==> src/rtl/alu_unit.sv <==
// alu_unit: single-cycle integer ALU for an out-of-order core. Issued ops are
// evaluated combinationally and their results parked in a small FIFO until the
// common data bus accepts them.
module alu_unit #(
    parameter int DEPTH = 4
) (
    input  logic        clk_in,
    input  logic        rst_in,
    input  logic        rdy_in,
    input  logic        _clear,
    input  logic        _alu_ready,
    input  logic [4:0]  _alu_rob_id,
    input  logic [6:0]  _alu_type,
    input  logic [3:0]  _alu_op,
    input  logic [31:0] _alu_v1,
    input  logic [31:0] _alu_v2,
    output logic        _alu_full,
    input  logic        _cdb_hold,
    output logic        _cdb_ready,
    output logic [4:0]  _cdb_rob_id,
    output logic [31:0] _cdb_value
);

    localparam int AW = (DEPTH > 1) ? $clog2(DEPTH) : 1;
    localparam logic [AW:0] DEPTH_C = (AW + 1)'(DEPTH);

    typedef enum logic [6:0] {
        OPC_OP     = 7'b0110011,
        OPC_OPIMM  = 7'b0010011,
        OPC_BRANCH = 7'b1100011
    } opcode_e;

    logic [4:0]    rob_q [DEPTH];
    logic [31:0]   val_q [DEPTH];
    logic [AW-1:0] head_q, head_d;
    logic [AW-1:0] tail_q, tail_d;
    logic [AW:0]   count_q, count_d;

    logic [31:0] result;
    logic [4:0]  shamt;
    logic        push;
    logic        pop;

    assign shamt = _alu_v2[4:0];

    // Decode the issued op and compute its result in the same cycle.
    always_comb begin
        result = _alu_v1 + _alu_v2;
        case (_alu_type)
            OPC_OP, OPC_OPIMM: begin
                case (_alu_op[2:0])
                    3'b000: result = (_alu_type == OPC_OP && _alu_op[3]) ? (_alu_v1 - _alu_v2)
                                                                          : (_alu_v1 + _alu_v2);
                    3'b001: result = _alu_v1 << shamt;
                    3'b010: result = ($signed(_alu_v1) < $signed(_alu_v2)) ? 32'd1 : 32'd0;
                    3'b011: result = (_alu_v1 < _alu_v2) ? 32'd1 : 32'd0;
                    3'b100: result = _alu_v1 ^ _alu_v2;
                    3'b101: result = _alu_op[3] ? 32'($signed(_alu_v1) >>> shamt)
                                                : (_alu_v1 >> shamt);
                    3'b110: result = _alu_v1 | _alu_v2;
                    default: result = _alu_v1 & _alu_v2;
                endcase
            end
            OPC_BRANCH: begin
                case (_alu_op[2:0])
                    3'b000: result = {31'd0, _alu_v1 == _alu_v2};
                    3'b001: result = {31'd0, _alu_v1 != _alu_v2};
                    3'b100: result = {31'd0, $signed(_alu_v1) <  $signed(_alu_v2)};
                    3'b101: result = {31'd0, $signed(_alu_v1) >= $signed(_alu_v2)};
                    3'b110: result = {31'd0, _alu_v1 <  _alu_v2};
                    3'b111: result = {31'd0, _alu_v1 >= _alu_v2};
                    default: result = 32'd0;
                endcase
            end
            default: result = _alu_v1 + _alu_v2;
        endcase
    end

    assign push = _alu_ready && rdy_in && !_clear;
    assign pop  = (count_q != '0) && !_cdb_hold && rdy_in && !_clear;

    // Next-state for the queue pointers and occupancy; a flush wins over traffic.
    always_comb begin
        head_d  = head_q;
        tail_d  = tail_q;
        count_d = count_q;
        if (_clear) begin
            head_d  = '0;
            tail_d  = '0;
            count_d = '0;
        end else begin
            if (push) tail_d = tail_q + 1'b1;
            if (pop)  head_d = head_q + 1'b1;
            case ({push, pop})
                2'b10:   count_d = count_q + 1'b1;
                2'b01:   count_d = count_q - 1'b1;
                default: count_d = count_q;
            endcase
        end
    end

    // Register the queue state and write issued results into the tail slot.
    // NOTE: sequential state uses non-blocking assignments so every register
    // samples pre-edge values regardless of statement order.
    always_ff @(posedge clk_in or posedge rst_in) begin
        if (rst_in) begin
            head_q  <= '0;
            tail_q  <= '0;
            count_q <= '0;
            // NOTE: the storage is reset too, so the head entry driven onto the
            // bus reads as zero straight out of reset.
            for (int i = 0; i < DEPTH; i++) begin
                rob_q[i] <= '0;
                val_q[i] <= '0;
            end
        end else begin
            head_q  <= head_d;
            tail_q  <= tail_d;
            count_q <= count_d;
            if (push) begin
                rob_q[tail_q] <= _alu_rob_id;
                val_q[tail_q] <= result;
            end
        end
    end

    assign _cdb_ready  = (count_q != '0);
    assign _cdb_rob_id = rob_q[head_q];
    assign _cdb_value  = val_q[head_q];
    assign _alu_full   = (count_q == DEPTH_C);

endmodule

==> config.mk <==
export PLATFORM = sky130hd
export DESIGN_NAME = alu_unit
export DESIGN_NICKNAME = d
export VERILOG_FILES = /design/src/rtl/alu_unit.sv
export SDC_FILE = /design/constraint.sdc
export NUM_CORES = 1
export LEC_CHECK = 0
export BUFFER_PORTS_ARGS = -buffer_cell sky130_fd_sc_hd__buf_2
export CAP_MARGIN = 10
export CELL_PAD_IN_SITES_DETAIL_PLACEMENT = 1
export CELL_PAD_IN_SITES_GLOBAL_PLACEMENT = 2
export CORE_UTILIZATION = 41
export DETAILED_ROUTE_END_ITERATION = 6
export GPL_TIMING_DRIVEN = 0
export PLACE_DENSITY = 0.85
export RECOVER_POWER = 25
export SYNTH_ARGS = -nofsm -noshare
export SYNTH_HDL_FRONTEND = slang
export SYNTH_SLANG_ARGS = --single-unit
==> constraint.sdc <==
create_clock -name clk_in -period 11.1 [get_ports clk_in]
set_input_delay 1.11 -clock clk_in [delete_from_list [all_inputs] [get_ports clk_in]]
set_output_delay 1.11 -clock clk_in [all_outputs]
set_load 0.03 [all_outputs]
Word level (Yosys, flattened, before mapping)
Index checks and enable logic that the tools add are counted.
{ "totals": {"output_inout_bits": 39, "in_bits": 86, "elab_cells": 87, "register_bits": 155} }
{ "classes": {"muxes": 25, "n_eq_ne": 15, "order_cmp": 7, "bitwise": 5, "n_addsub": 6, "shift": 3, "reduce_logical": 15} }
{ "op_table": {"columns": ["cell", "n"], "rows": [
  ["one-hot mux 32 bit (7 select lines)", 1],
  ["2-to-1 mux 32 bit", 5],
  ["bitwise mux 128 bit", 1],
  ["binary-select mux 32 bit (select 2 bit)", 1],
  ["demux 32 bit (select 2 bit)", 1],
  [">= comparator 32 bit", 2],
  ["less-than comparator 32 bit", 2],
  ["one-hot mux 32 bit (2 select lines)", 1],
  ["adder 32 bit", 1],
  ["bitwise AND 32 bit", 1],
  ["equality test 32 bit", 1],
  ["inequality test 32 bit", 1],
  ["bitwise OR 32 bit", 1],
  ["<< shifter 32 x 5 -> 32 bit", 1],
  [">> shifter 32 x 5 -> 32 bit", 1],
  [">>> shifter 32 x 5 -> 32 bit", 1],
  ["subtractor 32 bit", 1],
  ["XOR 32 bit", 1],
  ["bitwise mux 20 bit", 1],
  ["equality test 3 bit, second input constant", 5],
  ["2-to-1 mux 5 bit", 3],
  ["binary-select mux 5 bit (select 2 bit)", 1],
  ["demux 5 bit (select 2 bit)", 1],
  ["2-to-1 mux 2 bit", 4],
  ["23 further kinds", 37]
]} }

Longest topological paths before layout
{ "logic_depth": {"word_depth": 7, "mapped_depth": 16, "depth_no_buf": 13} }

Worst setup path after synthesis
OpenSTA, ideal clock, no wires.
{ "synth_timing": {"kind": "in2reg", "from": "in _alu_v2[3]", "to": "reg val_q[127] (netlist bit)", "setup_ps": 142, "path_buffers": 5, "setup_slack_ps": 6283, "arrival_time_ps": 4676, "stages": 16, "required_time_ps": 10958, "path_cell_list": "clkbuf_1 -> inv_1 -> buf_1 -> clkbuf_1 -> buf_1 -> ha_1 -> buf_4 -> nor2_1 -> o211ai_1 -> a31oi_1 -> a2111oi_4 -> o31a_1 -> a2111oi_0 -> nor4_1 -> o22ai_2 -> a31oi_1"} }
{ "synth_via": {"elab_chain_len": 5, "word_cells_on_any_way": 10, "classes_between": "add/sub: 2; shift: 3; mux: 5"} }
{ "synth_lines": {"columns": ["item", "line_no", "source"], "rows": [
  ["start: declaration", "16", "input logic [31:0] _alu_v2,"],
  ["adder 32 bit (tied with other cells)", "53, 75", null],
  ["2-to-1 mux 32 bit (on tied branches)", "52, 58", null],
  ["one-hot mux 32 bit (7 select lines)", "51", "case (_alu_op[2:0])"],
  ["one-hot mux 32 bit (2 select lines) (*)", "49", "case (_alu_type)"],
  ["bitwise mux 128 bit (*)", "122", "val_q[tail_q] <= result;"],
  ["end signal: indexed assignment", "122", null],
  ["end: declaration", "34", "logic [31:0] val_q [DEPTH];"]
]} }
Mark *: on every way between the ends. The rest lies on a longest branch, timed or not.
A chain may end at the register's enable or synchronous reset.

Final worst setup path
{ "layout_timing": {"from": "in _alu_v2[3]", "to": "reg val_q[29] (netlist bit)"} }
The elaborated chain is that of the path after synthesis.

==> flow_metrics.env <==
export IMPL_slew_violations=98
export IMPL_die_area_mm2=0.0411
export IMPL_synth_seq_area_share_pct=23.5
export IMPL_grt_setup_unrepaired="no"
export IMPL_seqPwrFrac_pct=31.1
export IMPL_die_w_um=203
export IMPL_violations="capacitance limit, slew limit"
export IMPL_drt_first_pass_iters=5
export IMPL_post_dp_hpwl_um=66300
export IMPL_required_ps=11370
export IMPL_fin_skew_ps=7.94
export IMPL_comb_power_share_pct=42.5
export IMPL_worst_ep_arrival_time_ps=7360
export IMPL_drv_cap=1
export IMPL_cts_sinks=155
export IMPL_p_switching_mw=0.968
export IMPL_p_total_mw=2.40
export IMPL_synth_top_family_by_area="compound AO/OA/AOI/OAI gates"
export IMPL_worstSetupStartpointType="primary input"
export IMPL_relSlewSlack_pct=-196
export IMPL_layout_nets=2337
export IMPL_intPower_mw=1.43
export IMPL_endpoint_kind="register"
export IMPL_p_leak_nw=7.95
export IMPL_synth_edf_count=0
export IMPL_syn_num_nets=2191
export IMPL_synthMuxAreaShare_pct=18.6
export IMPL_portBuffers=123
export IMPL_finalWirelength_um=84900
export IMPL_start_util_pct=41.5
export IMPL_grt_use_total_pct=41.2
export IMPL_synth_compound_area_share_pct=24.7
export IMPL_post_route_period_util_pct=63.9
export IMPL_seqCellArea_mm2=0.00388
export IMPL_final_cells=2687
export IMPL_min_path_type="reg -> reg"
export IMPL_worst_pin_slew_ps=4420
export IMPL_root_buffer="clkbuf_16"
export IMPL_powerDensity_mw_per_mm2=130
export IMPL_yosysWarnings=0
export IMPL_drive_above_1_share_pct=15.6
export IMPL_hold_buffers=0
export IMPL_ant_nets=0
export IMPL_grt_overflow=0
export IMPL_whs_path_depth=2
export IMPL_cts_tree="built"
export IMPL_antenna_found_initial=4
export IMPL_rows=73
export IMPL_chipHeight_um=203
export IMPL_ctsResizeCount=0
export IMPL_routabilityCongestion=1.08
export IMPL_clkTransAtPathRegs_ps=60
export IMPL_vias=18000
export IMPL_drt_iter0_drc=1658
export IMPL_post_cts_buffers=0
export IMPL_tns_ps=0
export IMPL_period_needed_ps=7090
export IMPL_multiInputGateArea_mm2=0.0115
export IMPL_swShare_pct=40.4
export IMPL_critPathMaxFanout=11
export IMPL_dp_cells=2651
export IMPL_avgSynthCellArea_um2=8.25
export IMPL_cts_max_path_buffers=2
export IMPL_status="finished with violations"
export IMPL_grt_max_degree=99
export IMPL_clkPwrFrac_pct=26.4
export IMPL_async_flop_share_pct=100
export IMPL_reg2reg_slack_ps=8740
export IMPL_max_freq_mhz=141
export IMPL_setup_viol=0
export IMPL_drc_errors=0
export IMPL_ioPinCount=125
export IMPL_grt_pass1_vias=18500
export IMPL_area_delta_synth_final_pct=11.9
export IMPL_clock_latency_ps=440
export IMPL_crit_type="in -> reg"
export IMPL_htree_levels=4
export IMPL_hold_viol=0
export IMPL_avgViaCountPerCell=6.69
export IMPL_coreArea_mm2=0.0397
export IMPL_ys_seq_elements=155
export IMPL_grt_pass1_wl_um=124000
export IMPL_ys_flop_type="dfrtp_1"
export IMPL_vdd_drop_max_mv=0.0861
export IMPL_fillers=4827
export IMPL_syn_inst=2001
export IMPL_yosys_cell_types_count=88
export IMPL_synth_xor_area_share_pct=2.18
export IMPL_synth_area_mm2=0.0165
export IMPL_reg2reg_depth=9
export IMPL_cts_made_buffers=17
export IMPL_route_detailed_wl_per_inst_um=31.6
export IMPL_synthAdderAreaFrac_pct=8.02
export IMPL_synth_simple_area_share_pct=16.3
[synthesized netlist by cell type, types with 32 or more instances]
cell type  number  area (µm²)
nor2_1        192         721
nor3_1         33         165
mux4_2        111        2500
ha_1          101        1260
xnor2_1        32         280
a21oi_1       166         831
inv_1         108         405
dfrtp_1       155        3880
clkbuf_1      113         424
a21o_1         36         270
o21ai_0       203        1020
nand2_1       277        1040
mux2i_1        45         450
[critical path, stage by stage]
cell and delay, ps:
buf_2 110, clkbuf_1 320, inv_1 430, buf_1 510, clkbuf_1 570, buf_1 660
ha_1 240, buf_4 170, nand2_2 100, o31a_1 420, a21o_1 320, a2111oi_2 510
nor3_1 220, o21ai_1 390, mux2i_1 170, nor4_2 880, o21ai_0 210
[layer usage]
metal  wire length [µm]  part of all wire, %  global-route usage [%]  vias up
li1                   -                    -                       -     7614
met3               5620                  6.6                    5.91      346
met5                  0                    0                       0        -
met4               6670                  7.9                    28.9        0
met1              33000                   39                    50.0     9073
met2              39600                   47                    67.4      939
[cell usage in the layout, fill, tap and decap left out, drive strengths merged, types with 18 or more instances in the layout]
cell type	netlist	routed
nor3	33	33
o21ai	214	214
nor4	21	21
ha	101	101
xnor2	32	32
a211oi	21	21
a21o	36	36
nand3	25	25
dfrtp	155	155
nor2	192	192
mux2i	45	45
clkbuf	113	135
o211ai	18	18
nand2	278	278
inv	109	108
buf	45	169
mux4	111	111
a21oi	167	167
[power groups by stage]
| stage | logic [mW] | clock network, mW | registers [mW] |
|---|---|---|---|
| 6_report | 1.02 | 0.633 | 0.746 |
| 5_1_grt | 1.08 | 0.655 | 0.757 |
| 4_1_cts | 0.996 | 0.636 | 0.744 |
| 3_5_place_dp | 0.989 | 0 | 0.751 |
| 2_1_floorplan | 0.662 | 0 | 0.727 |
| 3_3_place_gp | 0.963 | 0 | 0.740 |
[final timing paths]
check,from,to
max,_alu_v2[3],val_q[29]
max reg2reg,count_q[0],count_q[2]
max in group asynchronous,rst_in,val_q[88]
min in group asynchronous,rst_in,val_q[69]
min reg2reg,rob_q[0],rob_q[0]
min,rob_q[0],rob_q[0]
[state kept, by name, indices dropped and copies added (netlist names)]
name	cells
count_q	3
rob_q	20
head_q	2
val_q	128
tail_q	2
[layout make-up]
cell class / count / area share, %
Multi-Input combinational cell: 1576 / 62.5
Sequential cell: 155 / 21.0
Buffer: 158 / 3.62
Timing Repair Buffer: 127 / 3.58
Tap cell: 525 / 3.56
Clock buffer: 19 / 2.34
Inverter: 112 / 2.28
Clock inverter: 12 / 1.07
Antenna cell: 3 / 0.0406
[per-stage QoR]
| stage | worst slack [ps] | instance area [µm²] | hold WS (ps) | utilization (%) |
|---|---|---|---|---|
| 6_report | 4010 | 18500 | 473 | 46.5 |
| 5_1_grt | 3850 | 18500 | 499 | 46.5 |
| 4_1_cts | 4170 | 18400 | 477 | 46.4 |
| 3_5_place_dp | 3720 | 17800 | 462 | 44.8 |
| 3_3_place_gp | 3770 | 17800 | 454 | 44.7 |
| 2_1_floorplan | 5810 | 16500 | 440 | - |
[cells by family (layout without fill, tap and decap cells)]
| group | count (synthesis) | after routing |
|---|---|---|
| compound gates | 642 | 642 |
| xor+xnor | 41 | 41 |
| fa+ha+maj | 104 | 104 |
| buf+inv | 270 | 428 |
| flops | 155 | 155 |
| mux | 167 | 167 |
| other cells | 0 | 3 |
| simple gates | 622 | 622 |
No activity file was read; power rests on OpenSTA's default activity.
